[config.mk]
export PLATFORM = sky130hd
export DESIGN_NAME = primogen_collector
export DESIGN_NICKNAME = d
export VERILOG_FILES = /design/src/rtl/primogen_collector.sv
export SDC_FILE = /design/constraint.sdc
export NUM_CORES = 1
export LEC_CHECK = 0
export CAP_MARGIN = 25
export CORE_MARGIN = 1.5
export CORE_UTILIZATION = 55
export CTS_BUF_LIST = sky130_fd_sc_hd__clkbuf_8
export CTS_CLUSTER_DIAMETER = 60
export DETAILED_ROUTE_END_ITERATION = 10
export HOLD_SLACK_MARGIN = 0.15
export PLACE_DENSITY = 0.8
export REMOVE_ABC_BUFFERS = 1
export SLEW_MARGIN = 20
export SYNTH_ARGS = -nofsm -noshare
export SYNTH_HDL_FRONTEND = slang
export SYNTH_SLANG_ARGS = --single-unit
[constraint.sdc]
create_clock -name clk -period 3.6 [get_ports clk]
set_clock_uncertainty 0.2 [all_clocks]
set_input_delay 0.72 -clock clk [delete_from_list [all_inputs] [get_ports clk]]
set_output_delay 0.72 -clock clk [all_outputs]
set_load 0.03 [all_outputs]
[src/rtl/primogen_collector.sv]
// Sequencer and FWFT buffer behind primogen: issues one request at a time,
// queues each valid prime for a valid/ready consumer, and halts for good on overflow.
module primogen_collector #(
  parameter int WIDTH = 16,
  parameter int DEPTH = 8,
  parameter int CW    = 32
)(
  input  logic                   clk,
  input  logic                   rst,
  input  logic                   enable,
  output logic                   gen_go,
  input  logic                   gen_ready,
  input  logic                   gen_error,
  input  logic [WIDTH-1:0]       gen_res,
  output logic                   out_valid,
  output logic [WIDTH-1:0]       out_data,
  input  logic                   out_ready,
  output logic [CW-1:0]          count,
  output logic [$clog2(DEPTH):0] level,
  output logic                   overflow
);
  localparam int AW = $clog2(DEPTH);
  localparam int LW = AW + 1;
  localparam logic [LW-1:0] FULL = LW'(DEPTH);

  typedef enum logic [2:0] {IDLE, ISSUE, WAIT_BUSY, WAIT_DONE, HALT} state_t;

  state_t           state;
  logic [WIDTH-1:0] mem [DEPTH];
  logic [AW-1:0]    wr_ptr, rd_ptr;
  logic             push, pop;

  assign push      = (state == WAIT_DONE) && gen_ready && !gen_error;
  assign out_valid = (level != '0);
  assign pop       = out_valid && out_ready;
  assign out_data  = mem[rd_ptr];

  // Issue only with a free slot, so the result in flight can always be pushed.
  always_ff @(posedge clk or posedge rst) begin
    if (rst) begin
      state    <= IDLE;
      gen_go   <= 1'b0;
      overflow <= 1'b0;
    end else begin
      gen_go <= 1'b0;
      case (state)
        IDLE:
          if (enable && gen_ready && (level < FULL)) begin
            state  <= ISSUE;
            gen_go <= 1'b1;
          end
        ISSUE:     state <= WAIT_BUSY;
        WAIT_BUSY: if (!gen_ready) state <= WAIT_DONE;
        WAIT_DONE:
          if (gen_ready) begin
            if (gen_error) begin
              overflow <= 1'b1;
              state    <= HALT;
            end else begin
              state <= IDLE;
            end
          end
        HALT:      state <= HALT;
        default:   state <= IDLE;
      endcase
    end
  end

  always_ff @(posedge clk or posedge rst) begin
    if (rst) begin
      wr_ptr <= '0;
      rd_ptr <= '0;
      level  <= '0;
      count  <= '0;
    end else begin
      if (push) begin
        wr_ptr <= wr_ptr + AW'(1);
        count  <= count + CW'(1);
      end
      if (pop) rd_ptr <= rd_ptr + AW'(1);
      if (push && !pop)      level <= level + LW'(1);
      else if (!push && pop) level <= level - LW'(1);
    end
  end

  // Storage carries no reset; the head is only meaningful while out_valid.
  always_ff @(posedge clk) begin
    if (push) mem[wr_ptr] <= gen_res;
  end

endmodule

==> metrics.md <==
| Metric | Value |
|---|---|
| Worst Reg2Reg Path Length in Cells | 10 |
| Clock slew at reported path FFs | 0.08 ns |
| Gate Count Post-Synth | 383 |
| Via-to-Cell Ratio | 5.540 |
| Final RePlAce weighted congestion | 0.7987 |
| Pre-CTS setup slack | 0.2215 ns |
| Crit path kind | register to output pin |
| Commonest non-fill, non-tap cell in the layout | edfxtp_1 |
| WHS Endpoint | overflow$_DFFE_PP0P_ |
| Area contributors post-synth | edfxtp_1 55%, dfrtp_1 17%, mux4_2 10% |
| Crit-path cells | buf_4 > mux4_2 > mux2_2 > clkdlybuf4s50_1 |
| Area leader, netlist | edfxtp_1 |
| Die width | 116.0 µm |
| CP max-delay cell | clkdlybuf4s50_1 |
| Nature of the critical path startpoint | register |
| Num ports | 77 |
| Post-synth top area share | 54.78% |
| Clock Tree Root | clkbuf_8 |
| Pwr dens | 654.4 mW/mm² |
| DP Cell Count | 636 |
| Hold Crit Class | register to register |
| Distinct cell type count after synthesis | 41 |
| Total core area | 0.01252 mm² |
| Total CTS buffers | 17 |
| Max Slew Vio Count | 0 |
| Post-synth top flop | edfxtp_1 |
| Via Count | 3706 |
| Maximum VDD drop | 0.0003287 V |
| Worst hold slack | 0.2656 ns |
| Critical R2R Launch | level[0]$_DFFE_PP0P_ |
| Gr ovfl total | 0 |
| CTS Sinks | 175 |
| Hold buffers post-CTS | 0 |
| Largest net degree at the start of global routing | 48 |
| Seq cells post-synth | 175 |
| Slack of the critical path | 0.1673 ns |
| Final std cells w/o fill | 669 |
| CTS tree | done |
| Row count | 41 |
| Final min period | 3.433 ns |
| Tot GR Track Use | 20.80% |
| Post_cts resized | 0 |
| Die Y | 116.0 µm |
| FMAX | 0.2913 GHz |
| Worst r2r dst | level[3]$_DFFE_PP0P_ |
| Worst Setup End Kind | output pin |
| RSZ-0062 raised after global routing | no |
| Max Cap Viol | 0 |
| Input/output buffers | 76 |
| Share of cells above drive strength 1 | 21.93% |
| Worst Tran Pin Value | 0.5007 ns |
| Critical Path RT | 2.68 ns |
| Post-synthesis sequential area ratio | 71.54% |
| WL per Instance | 19.19 µm |
| Final core occ | 67.86% |
| DRT Wirelength | 12840 µm |
| Synth Cell Area | 0.007017 mm² |
| Final setup violation count | 0 |
| TNS Setup | 0 ns |
| Initial antenna violation count | 0 |
| Outcome | complete, no violations |
| N_diodes | 0 |
| Hold Vio Cnt, Final | 0 |
| CTS HTree Levels | 4 |
| Synth async-reset ratio | 26.86% |
| Yosys warnings | 0 |
| Worst skew pair latency | 0.44 ns |
| Period utilization | 95.35% |
| Critical Path AT | 2.51 ns |
| Max_slew headroom | 66.62% |
| P_leak | 3.026 nW |
| Iteration-0 DRC Markers | 243 |
| Post-CTS setup buffer count | 0 |
| Die Footprint | 0.01344 mm² |
| Initial Utilization | 56.06% |
| Layout area overhead | 21.06% |
| Post-synth EDFFs | 128 |
| Antenna viol nets, final | 0 |
| Fill count | 870 |
| Worst Path Max Fanout | 10 |
| Min-delay src | overflow$_DFFE_PP0P_ |
| Reg-to-reg slack, setup | 0.80 ns |
| First-pass GRT wire length | 20390 µm |
| Commonest non-fill, non-tap cells in the layout | 128 x edfxtp_1, 76 x clkdlybuf4s50_1, 46 x dfrtp_1 |
| DP HPWL | 8366 µm |
| Largest stage delay on the critical path | 0.60 ns |
| Nets | 513 |
| DRC errors left | 0 |
| Avg Inst Size Synth | 18.32 µm² |
| 1st-pass router iterations | 4 |
| Vias in the first global route | 3971 |
| Worst Hold Depth | 1 |
| Max Root-Sink Buffers | 2 |
through the flow:
stage / cell area (µm²) / power, mW
after floorplan: 6964 / 3.732
after global placement: 8133 / 4.400
after detailed placement: 8133 / 4.447
after CTS: 8474 / 5.617
after global routing: 8494 / 5.813
final: 8494 / 5.559
cell usage after synthesis (2+ instances only):
library cell and instances:
edfxtp_1 128, dfrtp_1 47, mux4_2 32, xnor2_1 31, nand2_1 19, mux2_2 18, nand3_1 17, nor2_1 10
and3_1 8, clkbuf_1 8, xor2_1 8, nand4_1 7, ha_1 6, nor3_1 6, nand2b_1 4, and2_1 3
buf_2 3, a21o_1 2, and4_1 2, buf_1 2, inv_1 2
critical path: cells and delay by family (launching register included):
kind / cells / cell delay (ns)
mux: 2 / 0.84
flops: 1 / 0.39
buf+inv: 2 / 0.85
where the power goes:
group          switching (mW)  leakage, nW  internal (mW)
Combinational           0.952         1.08          0.971
Sequential              0.168         1.77           2.29
Clock                   0.647        0.174          0.528
worst max path at each step:
stage | from | endpoint | slack [ns] | cells past startpoint
after floorplan | gen_ready | mem[0][0]$_DFFE_PP_ | 0.20 | 3
after global placement | gen_ready | level[3]$_DFFE_PP0P_ | 0.33 | 12
after detailed placement | gen_ready | level[3]$_DFFE_PP0P_ | 0.22 | 12
after CTS | rd_ptr[0]$_DFFE_PP0P_ | out_data[10] | 0.12 | 4
after global routing | rd_ptr[0]$_DFFE_PP0P_ | out_data[10] | 0.09 | 4
final | rd_ptr[0]$_DFFE_PP0P_ | out_data[10] | 0.17 | 4
sequential cells by signal, summed over array words and instances (netlist names):
register / count
gen_go: 1
rd_ptr: 3
level: 4
wr_ptr: 3
count: 32
mem: 128
overflow: 1
state: 3
metal layers:
| metal | share of wire [%] | up-vias | global-route usage [%] |
|---|---|---|---|
| met3 | 5.4 | 28 | 5.439 |
| met1 | 41 | 1891 | 25.76 |
| met5 | 0 | - | 0 |
| li1 | - | 1692 | - |
| met2 | 51 | 95 | 35.06 |
| met4 | 2.3 | 0 | 8.780 |
kinds of logic (layout without fill, tap and decap cells):
logic type	count (synthesis)	count (layout)	synth area share, %
fa+ha+maj	7	7	1.355
mux	51	51	13.30
xor+xnor	39	39	4.868
simple gates	90	90	7.543
compound gates	5	5	0.4813
flops	175	175	71.54
buf+inv	16	130	0.9094
layout make-up:
| type | count | area [µm²] | area share, % |
|---|---|---|---|
| Inverter | 3 | 11.26 | 0.1326 |
| Tap cell | 172 | 215.2 | 2.534 |
| Clock inverter | 15 | 107.6 | 1.267 |
| Timing Repair Buffer | 95 | 940.9 | 11.08 |
| Sequential cell | 175 | 5021 | 59.11 |
| Clock buffer | 17 | 234.0 | 2.754 |
| Multi-Input combinational cell | 192 | 1964 | 23.13 |
No activity file was read; power rests on OpenSTA's default activity.
